[src/rtl/adc_spi_master_pkg.sv]
// Shared command encodings, FSM state type and sample-format helpers for the
// stereo ADC SPI master.
package adc_pkg;

    localparam int FRAME_BITS = 16;

    localparam logic [1:0] CMD_L = 2'b10;
    localparam logic [1:0] CMD_R = 2'b11;

    typedef enum logic [2:0] {
        IDLE,
        PRIME,
        XFER_L,
        XFER_R,
        WAIT
    } state_t;

    function automatic logic [FRAME_BITS-1:0] cmd_word(input logic [1:0] sel);
        return {sel, {(FRAME_BITS-2){1'b0}}};
    endfunction

    // Offset binary to 1.15 two's complement: flipping the MSB recentres zero.
    function automatic logic [FRAME_BITS-1:0] to_twos(input logic [FRAME_BITS-1:0] offset_word);
        return {~offset_word[FRAME_BITS-1], offset_word[FRAME_BITS-2:0]};
    endfunction

endpackage

[src/rtl/adc_spi_master_if.sv]
// ADC-side SPI pins; the master drives clock, command and chip select.
interface adc_spi_master_if;

    logic adc_sck;
    logic adc_sdi;
    logic adc_sdo;
    logic adc_cs_n;

    modport master (output adc_sck, output adc_sdi, output adc_cs_n, input adc_sdo);
    modport slave  (input adc_sck, input adc_sdi, input adc_cs_n, output adc_sdo);

endinterface

[src/rtl/adc_spi_master_shifter.sv]
// Single 16-bit SPI frame engine: SCK divider, bit counter and both shift
// registers. o_done is combinational so the next frame can start seamlessly.
module adc_spi_shifter
    import adc_pkg::*;
#(
    parameter int CLK_DIV = 4,
    parameter int DATA_W  = FRAME_BITS
) (
    input  logic              clk,
    input  logic              reset_n,
    input  logic              i_start,
    input  logic [DATA_W-1:0] i_tx_word,
    input  logic              i_sdo,
    output logic              o_sck,
    output logic              o_sdi,
    output logic              o_done,
    output logic [DATA_W-1:0] o_rx_word
);

    localparam int CNT_W = $clog2(CLK_DIV);
    localparam int BIT_W = $clog2(DATA_W);

    logic [CNT_W-1:0]  r_cnt;
    logic [BIT_W-1:0]  r_bit;
    logic              r_active;
    logic              r_sck;
    logic              r_sdi;
    logic [DATA_W-1:0] r_tx;
    logic [DATA_W-1:0] r_rx;
    logic              w_phase_end;
    logic              w_last_bit;

    assign w_phase_end = (r_cnt == CNT_W'(CLK_DIV - 1));
    assign w_last_bit  = (r_bit == BIT_W'(DATA_W - 1));
    assign o_done      = r_active && r_sck && w_phase_end && w_last_bit;
    assign o_sck       = r_sck;
    assign o_sdi       = r_sdi;
    assign o_rx_word   = r_rx;

    // A start on the done cycle overrides the final falling edge, so frames
    // can run back to back with no extra low time.
    always_ff @(posedge clk or negedge reset_n) begin
        if (!reset_n) begin
            r_active <= 1'b0;
            r_sck    <= 1'b0;
            r_sdi    <= 1'b0;
            r_cnt    <= '0;
            r_bit    <= '0;
            r_tx     <= '0;
            r_rx     <= '0;
        end else if (i_start) begin
            r_active <= 1'b1;
            r_sck    <= 1'b0;
            r_sdi    <= i_tx_word[DATA_W-1];
            r_tx     <= {i_tx_word[DATA_W-2:0], 1'b0};
            r_cnt    <= '0;
            r_bit    <= '0;
        end else if (r_active) begin
            if (w_phase_end) begin
                r_cnt <= '0;
                if (!r_sck) begin
                    r_sck <= 1'b1;
                    r_rx  <= {r_rx[DATA_W-2:0], i_sdo};
                end else begin
                    r_sck <= 1'b0;
                    r_sdi <= r_tx[DATA_W-1];
                    r_tx  <= {r_tx[DATA_W-2:0], 1'b0};
                    r_bit <= r_bit + BIT_W'(1);
                    if (w_last_bit) begin
                        r_active <= 1'b0;
                    end
                end
            end else begin
                r_cnt <= r_cnt + CNT_W'(1);
            end
        end
    end

endmodule

[src/rtl/adc_spi_master.sv]
// Stereo ADC SPI master: primes the ADC command pipeline, then fetches one
// L/R pair per FRAME_PERIOD and presents it in 1.15 two's complement.
module adc_spi_master
    import adc_pkg::*;
#(
    parameter int CLK_DIV      = 4,
    parameter int FRAME_PERIOD = 1000,
    parameter int DATA_W       = 16
) (
    input  logic              clk,
    input  logic              reset_n,
    input  logic              en,
    adc_spi_master_if.master  spi,
    output logic [DATA_W-1:0] sample_l,
    output logic [DATA_W-1:0] sample_r,
    output logic              sample_valid,
    output logic              busy
);

    localparam int PCNT_W = $clog2(FRAME_PERIOD);

    if (CLK_DIV < 2) begin : g_bad_clk_div
        $error("adc_spi_master: CLK_DIV must be at least 2");
    end
    if (FRAME_PERIOD < 64 * CLK_DIV + 2) begin : g_bad_frame_period
        $error("adc_spi_master: FRAME_PERIOD must be at least 64*CLK_DIV+2");
    end

    state_t            r_state;
    state_t            w_next;
    logic [PCNT_W-1:0] r_pcnt;
    logic              r_cs_n;
    logic              r_valid;
    logic [DATA_W-1:0] r_pend_l;
    logic [DATA_W-1:0] r_sample_l;
    logic [DATA_W-1:0] r_sample_r;
    logic              w_start;
    logic [DATA_W-1:0] w_tx_word;
    logic              w_done;
    logic [DATA_W-1:0] w_rx_word;
    logic              w_load_l;
    logic              w_load_pair;
    logic              w_enter_l;
    logic              w_sck;
    logic              w_sdi;

    adc_spi_shifter #(
        .CLK_DIV (CLK_DIV),
        .DATA_W  (DATA_W)
    ) u_shifter (
        .clk       (clk),
        .reset_n   (reset_n),
        .i_start   (w_start),
        .i_tx_word (w_tx_word),
        .i_sdo     (spi.adc_sdo),
        .o_sck     (w_sck),
        .o_sdi     (w_sdi),
        .o_done    (w_done),
        .o_rx_word (w_rx_word)
    );

    assign spi.adc_sck  = w_sck;
    assign spi.adc_sdi  = w_sdi;
    assign spi.adc_cs_n = r_cs_n;
    assign busy         = ~r_cs_n;
    assign sample_l     = r_sample_l;
    assign sample_r     = r_sample_r;
    assign sample_valid = r_valid;
    assign w_enter_l    = (w_next == XFER_L) && (r_state != XFER_L);

    always_ff @(posedge clk or negedge reset_n) begin
        if (!reset_n) begin
            r_state <= IDLE;
        end else begin
            r_state <= w_next;
        end
    end

    // Each command is answered one frame later, so every frame sends the
    // command for the next channel while receiving the current one.
    always_comb begin
        w_next      = r_state;
        w_start     = 1'b0;
        w_tx_word   = cmd_word(CMD_L);
        w_load_l    = 1'b0;
        w_load_pair = 1'b0;
        case (r_state)
            IDLE: begin
                if (en) begin
                    w_next  = PRIME;
                    w_start = 1'b1;
                end
            end
            PRIME: begin
                if (w_done) begin
                    w_next    = XFER_L;
                    w_start   = 1'b1;
                    w_tx_word = cmd_word(CMD_R);
                end
            end
            XFER_L: begin
                if (w_done) begin
                    w_next   = XFER_R;
                    w_start  = 1'b1;
                    w_load_l = 1'b1;
                end
            end
            XFER_R: begin
                if (w_done) begin
                    w_next      = WAIT;
                    w_load_pair = 1'b1;
                end
            end
            WAIT: begin
                if (!en) begin
                    w_next = IDLE;
                end else if (r_pcnt == PCNT_W'(FRAME_PERIOD - 1)) begin
                    w_next    = XFER_L;
                    w_start   = 1'b1;
                    w_tx_word = cmd_word(CMD_R);
                end
            end
            default: w_next = IDLE;
        endcase
    end

    always_ff @(posedge clk or negedge reset_n) begin
        if (!reset_n) begin
            r_pcnt     <= '0;
            r_cs_n     <= 1'b1;
            r_valid    <= 1'b0;
            r_pend_l   <= '0;
            r_sample_l <= '0;
            r_sample_r <= '0;
        end else begin
            r_cs_n  <= (w_next == IDLE);
            r_valid <= w_load_pair;
            if (w_enter_l || r_state == IDLE || r_state == PRIME) begin
                r_pcnt <= '0;
            end else if (r_pcnt == PCNT_W'(FRAME_PERIOD - 1)) begin
                r_pcnt <= '0;
            end else begin
                r_pcnt <= r_pcnt + PCNT_W'(1);
            end
            if (w_load_l) begin
                r_pend_l <= to_twos(w_rx_word);
            end
            if (w_load_pair) begin
                r_sample_l <= r_pend_l;
                r_sample_r <= to_twos(w_rx_word);
            end
        end
    end

endmodule

[src/flat_wrapper.sv]
// flat-port wrapper written by rule: the top's interface ports become plain ports
module adc_spi_master_flat import adc_pkg::*;
#(
    parameter int CLK_DIV      = 4,
    parameter int FRAME_PERIOD = 1000,
    parameter int DATA_W       = 16
)
  (clk, reset_n, en, sample_l, sample_r, sample_valid, busy, spi_adc_sck, spi_adc_sdi, spi_adc_cs_n, spi_adc_sdo);
  adc_spi_master_if spi_i ();
  input  logic clk;
  input  logic reset_n;
  input  logic en;
  output logic [DATA_W-1:0] sample_l;
  output logic [DATA_W-1:0] sample_r;
  output logic sample_valid;
  output logic busy;
  output wire logic [$bits(spi_i.adc_sck)-1:0] spi_adc_sck;
  output wire logic [$bits(spi_i.adc_sdi)-1:0] spi_adc_sdi;
  output wire logic [$bits(spi_i.adc_cs_n)-1:0] spi_adc_cs_n;
  input wire logic [$bits(spi_i.adc_sdo)-1:0] spi_adc_sdo;
  assign spi_adc_sck = spi_i.adc_sck;
  assign spi_adc_sdi = spi_i.adc_sdi;
  assign spi_adc_cs_n = spi_i.adc_cs_n;
  assign spi_i.adc_sdo = spi_adc_sdo;
  adc_spi_master #(.CLK_DIV(CLK_DIV), .FRAME_PERIOD(FRAME_PERIOD), .DATA_W(DATA_W)) u_core (.clk(clk), .reset_n(reset_n), .en(en), .spi(spi_i), .sample_l(sample_l), .sample_r(sample_r), .sample_valid(sample_valid), .busy(busy));
endmodule
[config.mk]
export PLATFORM = sky130hd
export DESIGN_NAME = adc_spi_master_flat
export DESIGN_NICKNAME = d
export VERILOG_FILES = /design/src/rtl/adc_spi_master_pkg.sv /design/src/rtl/adc_spi_master_if.sv /design/src/rtl/adc_spi_master_shifter.sv /design/src/rtl/adc_spi_master.sv /design/src/flat_wrapper.sv
export SDC_FILE = /design/constraint.sdc
export NUM_CORES = 1
export LEC_CHECK = 0
export ABC_AREA = 1
export CAP_MARGIN = 10
export CORE_ASPECT_RATIO = 1.5
export CORE_MARGIN = 4
export CORE_UTILIZATION = 42
export DETAILED_ROUTE_END_ITERATION = 8
export PLACE_DENSITY = 0.61
export SLEW_MARGIN = 5
export SYNTH_ARGS = -nofsm -noshare
export SYNTH_HDL_FRONTEND = slang
export SYNTH_SLANG_ARGS = --single-unit
export TNS_END_PERCENT = 100
[constraint.sdc]
create_clock -name clk -period 2.25 [get_ports clk]
set_clock_uncertainty 0.1 [all_clocks]
set_input_delay 0.225 -clock clk [delete_from_list [all_inputs] [get_ports clk]]
set_output_delay 0.225 -clock clk [all_outputs]
set_load 0.01 [all_outputs]
**Word level (Yosys, flattened, before mapping)**

Index checks and enable logic that the tools add are counted.

- Bits of input ports: 4
- Bits in latches: 0
- Memory bits (read-only): 0
- Output and inout bits: 37
- RAM bits: 0
- Bits in registers: 104
- Memories kept: 0

- Eq/ne operators: 9
- Reduce and logical (&&, ||, !) cells: 15
- Shift operators: 0
- $lt $le $gt $ge: 0
- Bitwise operators: 4
- Multiplexer cells: 44
- Divide/modulo/power cells: 0
- Add/subtract/negate cells: 3
- Multiply operators: 0

Operator list:

| cell | count |
|---|---|
| 16-bit 2-to-1 mux | 5 |
| 16-bit one-hot mux with 2 select lines | 1 |
| 15-bit 2-to-1 mux | 2 |
| 10-bit 2-to-1 mux | 2 |
| 1-bit 2-to-1 mux | 19 |
| 3-bit 2-to-1 mux | 6 |
| 4-bit 2-to-1 mux | 4 |
| 3-bit one-hot mux with 5 select lines | 1 |
| 10-bit by 1-bit adder with 10-bit output (second input constant) | 1 |
| 10-bit == test (second input constant) | 1 |
| 3-bit by 2-bit == test with 1-bit output (second input constant) | 3 |
| 3-bit zero test | 2 |
| 2-bit 2-to-1 mux | 3 |
| 2-bit nonzero test | 3 |
| 4-bit by 1-bit adder with 4-bit output (second input constant) | 1 |
| 4-bit == test (second input constant) | 1 |
| 1-bit logical AND | 4 |
| 1-bit NOT | 4 |
| 4-bit AND reduction | 1 |
| 3-bit by 1-bit == test with 1-bit output (second input constant) | 1 |
| 3-bit == test (second input constant) | 1 |
| 3-bit by 2-bit != test with 1-bit output (second input constant) | 1 |
| 1-bit one-hot mux with 3 select lines | 1 |
| 3-bit AND reduction | 1 |
| 5 further kinds | 6 |

**Longest topological paths before layout**

Gate-level depths: netlist (run 1).

- Depth after elaboration: 10
- Gate-level depth with buffers: 10
- Mapped depth without buffers: 9

**Hierarchy**

A second synthesis (run 1) with hierarchy kept.

- Cell total of the unflattened synthesis: 502
- Area total of the unflattened synthesis: 4642.0 µm²

By module, submodules not included:

| module | cells each | times used | area each (µm²) |
|---|---|---|---|
| adc_spi_master | 289 | 1 | 2758.9 |
| adc_spi_shifter | 213 | 1 | 1883.1 |

**Worst setup path before layout (run 1)**

No wires, ideal clock.

- Path type: flip-flop to flip-flop
- Start point: register u_core.u_shifter.r_bit[0]
- End point: register u_core.r_sample_l[0], in the netlist u_core.sample_l[0]
- Cell stages (with the launch flop): 11
- Path slack: 0.539 ns
- Data required time: 2.033 ns
- Library setup time: 0.117 ns
- Clock period less this slack: 1.711 ns
- Arrival: 1.495 ns
- Cell sequence: dfrtp_1 > ha_1 > nand3_2 > nor2_4 > inv_2 > nor2_4 > inv_2 > buf_6 > buf_6 > nand2_1 > nand2_1

- Cells in the longest elaborated chain, start to end: 4

RTL lines:

| what | line | source |
|---|---|---|
| start: declaration | adc_spi_master_shifter.sv:24 | `logic [BIT_W-1:0] r_bit;` |
| start signal: assignment | adc_spi_master_shifter.sv:68 | `r_bit <= r_bit + BIT_W'(1);` |
| 4-bit == test | adc_spi_master_shifter.sv:34 | `assign w_last_bit = (r_bit == BIT_W'(DATA_W - 1));` |
| 1-bit logical AND | adc_spi_master_shifter.sv:35 | `assign o_done = r_active && r_sck && w_phase_end && w_last_bit;` |
| 1-bit 2-to-1 mux | adc_spi_master.sv:109 | `if (w_done) begin` |
| 1-bit 2-to-1 mux | adc_spi_master.sv:87 | `case (r_state)` |
| end signal: assignment | adc_spi_master.sv:149 | `r_sample_l <= r_pend_l;` |
| end: declaration | adc_spi_master.sv:35 | `logic [DATA_W-1:0] r_sample_l;` |

No other way between the ends.
A chain may end at the register's enable or synchronous reset.

**Worst setup path after layout (run 1)**

- Start point: register u_core.u_shifter.r_bit[0]
- End point: register u_core.r_sample_r[13], in the netlist u_core.sample_r[13]

- Cells in the longest elaborated chain, start to end: 4

RTL lines:

| what | line | source |
|---|---|---|
| 4-bit == test | adc_spi_master_shifter.sv:34 |  |
| 1-bit logical AND | adc_spi_master_shifter.sv:35 |  |
| 1-bit 2-to-1 mux | adc_spi_master.sv:109 |  |
| 1-bit 2-to-1 mux | adc_spi_master.sv:87 |  |
| end signal: assignment | adc_spi_master.sv:150 | `r_sample_r <= to_twos(w_rx_word);` |
| end: declaration | adc_spi_master.sv:36 | `logic [DATA_W-1:0] r_sample_r;` |

No other way between the ends.

==> results_dict.tcl, run 1 <==
set metrics [dict create \
    pre_cts_ws_ns 0.318 \
    setup_viol 0 \
    area_delta_synth_final_pct 21.6 \
    syn_inst 410 \
    ant_nets 0 \
    crit_fanout 48 \
    peakVddDrop_uv 408 \
    outcome "finished, final reports clean" \
    post-route-util_pct 52.3 \
    cts_made_buffers 9 \
    fmax_mhz 522 \
    antenna_found_initial 0 \
    coreArea_um2 8780 \
    seq_area_frac_synth_pct 59.1 \
    leakage_nw 2.22 \
    syn-num-nets 417 \
    fin_crit_sh_pct 85.1 \
    dieArea_um2 10600 \
    clkSlewWorstSetupHoldPaths_ns 0.06 \
    critPathCaptureType "register" \
    timing.final.ws_setup_ns 0.335 \
    drc 0 \
    grt_use_met2_pct 26.2 \
    hold_violations 0 \
    tns_ns 0 \
    grt_remaining_overflow 0 \
    power.density_nw_per_um2 693 \
    busiest_layer "met2" \
    ios 41 \
    fillers 793 \
    required_ns 2.41 \
    critPathLaunchType "register" \
    initial_utilization_pct 43.0 \
    postCtsResizedCells 0 \
    grt.total_usage_pct 15.2 \
    final_layout_size_suffix_gt1_share_pct 8.75 \
    grt_pass1_vias 2786 \
    portBuffers 40 \
    tightest_slew_ns 0.801 \
    tritoncts "built" \
    wl_per_cell_um 12.7 \
    max_stage_delay_ns 0.56 \
    finalCriticalPeriod_ns 1.91 \
    num_rows 42 \
    slowest_stage "inv_2" \
    use_met1_pct 17.7 \
    dpl.hpwl_um 4860 \
    viasPerCell 4.88 \
    syn_area_um2 3770 \
    root_buffer "clkbuf_16" \
    dieWidth_um 85.4 \
    postRouteWirelength_um 7220 \
    cp_cell_sequence "ha_1 > nand3_2 > nor2_4 > inv_2 > nor2_4 > inv_2 > nand2_1 > o21ai_2" \
    yosysWarnings 0 \
    cap_violations 0 \
    maxSlewViolCount 0 \
    holdCritPathClass "input pin to async pin" \
    clockBufferDepth 2 \
    grt_start_max_net_pins 65 \
    ys_types 30 \
    final_nets 459 \
    antenna-diode-count 0 \
    synth_seq_cells 89 \
    ctsHtreeMaxLevel 3 \
    crit_type "register to register" \
    holdBufCountCts 1 \
    slew_headroom_pct 46.6 \
    path_delay_family "buffers and inverters" \
    via_count 2766 \
    cts.sinks 89 \
    clock_latency_ns 0.34 \
    crit_buf_inv 2 \
    grt_first_pass_wirelength_um 12700 \
    postCtsSetupBuffers 0 \
    global_route.usage.met3_pct 3.24 \
    rsz0062_at_grt "no" \
    die_h_um 124 \
    synth_area_per_cell_um2 9.20 \
    worstPathArrival_ns 2.08 \
    place.gp.congestion 0.792 \
    drt_pass1_iterations 4 \
    drtIter0Drc 133 \
]
cell usage in the layout, fill, tap and decap left out, types with 5 or more instances in the layout:
cell | synthesis | layout
nand4_1 | 18 | 18
nand3_1 | 10 | 10
o21ai_1 | 26 | 26
buf_4 | 1 | 6
clkdlybuf4s50_1 | 0 | 39
inv_1 | 32 | 32
o2111ai_1 | 5 | 5
o21ai_0 | 8 | 8
nand2_1 | 146 | 146
xor2_1 | 7 | 7
dfrtp_1 | 88 | 88
clkbuf_16 | 0 | 9
inv_2 | 5 | 5
nor2_1 | 22 | 22
final cells by class:
| class | count | area (um2) | share of cell area (%) |
|---|---|---|---|
| well taps | 110 | 138 | 3.00 |
| clock inverters | 5 | 62.6 | 1.36 |
| flip-flops and latches | 89 | 2230 | 48.6 |
| inverters | 38 | 143 | 3.11 |
| multi-input cells | 267 | 1310 | 28.5 |
| clock buffers | 11 | 243 | 5.29 |
| repair buffers | 47 | 465 | 10.1 |
power by group:
part,switching (W),internal (W),leakage [nW],total [W]
registers,0.00000572,0.00161,1.17,0.00161
logic,0.0000376,0.0000121,0.907,0.0000497
clock network,0.000620,0.000899,0.143,0.00152
total,0.000663,0.00252,2.22,0.00318
worst register-to-register path, stage by stage (launching register included):
cell and delay, ns:
dfrtp_1 0.40, ha_1 0.24, nand3_2 0.11, nor2_4 0.07, inv_2 0.07, nor2_4 0.03, inv_2 0.56, nand2_1 0.17
o21ai_2 0.09
registers in the layout, summed over array words and instances, names as in the netlist, 2 cells and up:
register and flops:
u_core.r_pcnt 10, u_core.r_pend_l 16, u_core.r_state 3, u_core.sample_l 16
u_core.sample_r 16, u_core.u_shifter.o_rx_word 16, u_core.u_shifter.r_bit 4, u_core.u_shifter.r_cnt 2
path summary, 6_finish.rpt:
kind | slack [ns] | depth (start not counted) | endpoint | from
min in group clk | 0.36 | 1 | u_core.r_pcnt[0] | u_core.r_pcnt[0]
min | 0.24 | 2 | u_core.r_state[0] | reset_n
max | 0.34 | 8 | u_core.sample_r[13] | u_core.u_shifter.r_bit[0]
max reg2reg | 0.34 | 8 | u_core.sample_r[13] | u_core.u_shifter.r_bit[0]
max in group asynchronous | 1.17 | 3 | u_core.r_pend_l[0] | reset_n
min reg2reg | 0.36 | 1 | u_core.r_pcnt[0] | u_core.r_pcnt[0]
through the flow:
step | power [W] | hold WS, ns | std cells | instance area, um2
3_5_place_dp | 0.00169 | 0.0709 | 550 | 4270
6_report | 0.00318 | 0.242 | 567 | 4590
3_3_place_gp | 0.00169 | 0.0683 | 550 | 4270
5_1_grt | 0.00330 | 0.280 | 567 | 4590
4_1_cts | 0.00323 | 0.248 | 567 | 4590
2_1_floorplan | 0.00165 | -0.171 | 410 | 3770
per-layer routing:
layer	vias to the layer above	part of all wire, %
li1	1402	-
met1	1306	43
met2	49	51
met3	9	3.3
met4	0	2.2
met5	-	0
synthesized netlist by cell type:
library cell | instances | area, um2
o211ai_2 | 1 | 12.5
o2111ai_1 | 5 | 43.8
nand2_1 | 146 | 548
buf_2 | 5 | 25.0
o21ai_0 | 8 | 40.0
dfrtp_1 | 88 | 2200
or2_2 | 1 | 6.26
nor2_1 | 22 | 82.6
clkbuf_1 | 7 | 26.3
xor2_1 | 7 | 61.3
nor3b_1 | 1 | 7.51
inv_2 | 5 | 18.8
a21oi_1 | 2 | 10.0
clkinv_1 | 1 | 3.75
o21ai_1 | 26 | 130
nand3_2 | 3 | 30.0
buf_6 | 3 | 33.8
nand4_4 | 1 | 21.3
nor3_1 | 3 | 15.0
inv_1 | 32 | 120
buf_4 | 1 | 7.51
a21boi_4 | 1 | 18.8
dfstp_2 | 1 | 26.3
nand3_1 | 10 | 50.1
xnor2_1 | 2 | 17.5
nand4_1 | 18 | 113
ha_1 | 3 | 37.5
o21ai_2 | 3 | 26.3
o211ai_1 | 2 | 15.0
nor2_4 | 2 | 22.5
cell families (layout without fill, tap and decap cells):
family,Yosys count,in the layout,synth area share [%]
AND/OR/NAND/NOR,207,207,23.7
adder cells (fa/ha/maj),3,3,0.995
XOR/XNOR,9,9,2.09
flip-flops,89,89,59.1
buffers and inverters,54,101,6.24
AO/OA/AOI/OAI,48,48,7.86
Note: power is estimated with default switching activity, not from simulation.
==> run 2: changes to the inputs <==
--- a/config.mk
+++ b/config.mk
@@ -11,6 +11,7 @@
 export CORE_MARGIN = 4
 export CORE_UTILIZATION = 42
 export DETAILED_ROUTE_END_ITERATION = 8
+export GPL_TIMING_DRIVEN = 0
 export PLACE_DENSITY = 0.61
 export SLEW_MARGIN = 5
 export SYNTH_ARGS = -nofsm -noshare
==> results_dict.tcl, run 2 (synthesis results as in run 1) <==
set metrics [dict create \
    final_nets 470 \
    clock_power_share_pct 50.4 \
    coreArea_um2 8780 \
    grt_remaining_overflow 0 \
    slowest_stage "dfrtp_1" \
    drc 0 \
    tightest_slew_ns 0.541 \
    peakVddDrop_uv 520 \
    grt_start_max_net_pins 70 \
    drt_pass1_iterations 4 \
    clockBufferDepth 2 \
    swShare_pct 19.4 \
    cp_cell_sequence "ha_1 > nand3_2 > nor2_4 > inv_2 > nor2_4 > inv_2 > clkbuf_1 > nand2_1 > o21ai_1" \
    crit_type "register to register" \
    grt_pass1_vias 2894 \
    power.total_w 0.00336 \
    antenna_found_initial 0 \
    final_layout_size_suffix_gt1_share_pct 9.19 \
    rr_startpoint "u_core.u_shifter.r_bit[0]" \
    worst-r2r-setup-slack_ns 0.18 \
    crit_fanout 10 \
    final_cell_mix "146 x nand2_1, 88 x dfrtp_1, 39 x clkdlybuf4s50_1" \
    dieWidth_um 85.4 \
    dpl.hpwl_um 5500 \
    maxSlewViolCount 0 \
    p_int_w 0.00271 \
    rsz0062_at_grt "no" \
    cts_made_buffers 9 \
    cts.sinks 89 \
    reg2regPathDepth 9 \
    finalNonFillerCells 578 \
    grt.total_usage_pct 16.0 \
    fin_crit_sh_pct 92.0 \
    clkSlewWorstSetupHoldPaths_ns 0.06 \
    dp_cells 561 \
    root_buffer "clkbuf_16" \
    postCtsResizedCells 0 \
    hold_violations 0 \
    setup_viol 0 \
    max_stage_delay_ns 0.40 \
    p_seq_share_pct 48.0 \
    post-route-util_pct 53.4 \
    comb_power_share_pct 1.5 \
    ctsHtreeMaxLevel 3 \
    portBuffers 40 \
    postCtsSetupBuffers 0 \
    postRouteWirelength_um 7660 \
    grt_first_pass_wirelength_um 13400 \
    wl_per_cell_um 13.2 \
    ios 41 \
    critPathCaptureType "register" \
    num_rows 42 \
    outcome "finished, final reports clean" \
    required_ns 2.35 \
    die_h_um 124 \
    drtIter0Drc 179 \
    via_count 2834 \
    power.density_nw_per_um2 717 \
    viasPerCell 4.90 \
    reg2reg_to "u_core.sample_r[11]" \
    netSwitchingPower_w 0.000650 \
    slew_headroom_pct 64.0 \
    cap_violations 0 \
    clock_latency_ns 0.34 \
    ant_nets 0 \
    tritoncts "built" \
    holdCritPathClass "input pin to async pin" \
    critPathLaunchType "register" \
    place.gp.congestion 0.779 \
    final_common_cell "nand2_1" \
    dieArea_um2 10600 \
    initial_utilization_pct 43.0 \
    area_delta_synth_final_pct 24.1 \
    worstPathArrival_ns 2.17 \
    finalCriticalPeriod_ns 2.07 \
    antenna-diode-count 0 \
    leakage_nw 2.27 \
    fmax_mhz 483 \
]
[run 2: changes by cell type in the layout (fill, tap and decap cells not counted), moves of 2 or more]
cell,previous run,this run
buf_4,6,2
inv_6,2,0
bufinv_16,1,3
buf_2,0,5
clkinvlp_4,2,0
buf_6,0,3
clkbuf_1,1,9
[run 2: what timing repair did]
item	4_1_cts	5_1_grt
hold endpoints to repair	20	0
endpoints found under the setup margin	0	0
hold buffers	1	0
[run 2: final cells by class]
class,instances,area [um2]
clock inverter,5,104
multi-input combinational,267,1310
sequential,89,2230
inverter,38,143
buffer,16,92.6
clock buffer,11,233
fill,829,4090
tap,110,138
timing repair buffer,42,435
[run 2: per-layer routing]
metal | global-route usage (%) | share of wire, %
met1 | 17.6 | 41
met2 | 29.3 | 54
met3 | 2.98 | 3.0
met4 | 7.72 | 1.9
met5 | 0 | 0
[run 2: critical path, delay by kind of cell, from the launching register on]
family	cells	cell delay [ns]
buf+inv	3	0.42
compound gates	1	0.07
simple gates	4	0.72
flops	1	0.40
fa+ha+maj	1	0.22
[run 2: worst max path at each step]
stage	startpoint	endpoint	slack, ns
floorplan	u_core.u_shifter.r_bit[0]	u_core.sample_l[0]	0.54
global placement	reset_n	u_core.sample_l[1]	-2.37
detailed placement	u_core.u_shifter.r_bit[0]	u_core.sample_r[11]	0.16
CTS	u_core.u_shifter.r_bit[0]	u_core.sample_r[11]	0.14
global route	u_core.u_shifter.r_bit[0]	u_core.sample_r[10]	0.02
finish	u_core.u_shifter.r_bit[0]	u_core.sample_r[11]	0.18
[run 2: per-stage QoR]
step           setup slack [ns]  setup TNS [ns]  hold WS, ns  instance area, um2
5_1_grt                  0.0180               0        0.249                4680
3_5_place_dp              0.160               0       0.0394                4340
3_3_place_gp              -2.37         -209.28        0.345                4310
4_1_cts                   0.145               0        0.218                4680
6_report                  0.181               0        0.215                4680
2_1_floorplan             0.539               0       -0.171                3770
[run 2: power groups by stage]
stage	combinational, W	clock, W	sequential [W]
after floorplan	0.00000799	0	0.00164
after global placement	0.0000469	0	0.00164
after detailed placement	0.0000534	0	0.00164
after CTS	0.0000548	0.00172	0.00161
after global routing	0.0000622	0.00179	0.00161
final	0.0000517	0.00169	0.00161
==> run 3: changes to the inputs <==
--- a/config.mk
+++ b/config.mk
@@ -11,8 +11,8 @@
 export CORE_MARGIN = 4
 export CORE_UTILIZATION = 42
 export DETAILED_ROUTE_END_ITERATION = 8
-export GPL_TIMING_DRIVEN = 0
 export PLACE_DENSITY = 0.61
+export SKIP_CTS_REPAIR_TIMING = 1
 export SLEW_MARGIN = 5
 export SYNTH_ARGS = -nofsm -noshare
 export SYNTH_HDL_FRONTEND = slang
==> results of run 3 <==
Final layout, timing and power as in run 1 (identical DEF).
Among the figures that moved: wire length of the first global-routing pass 12700 um -> 12600 um; via count of the first global-routing pass 2786 -> 2783
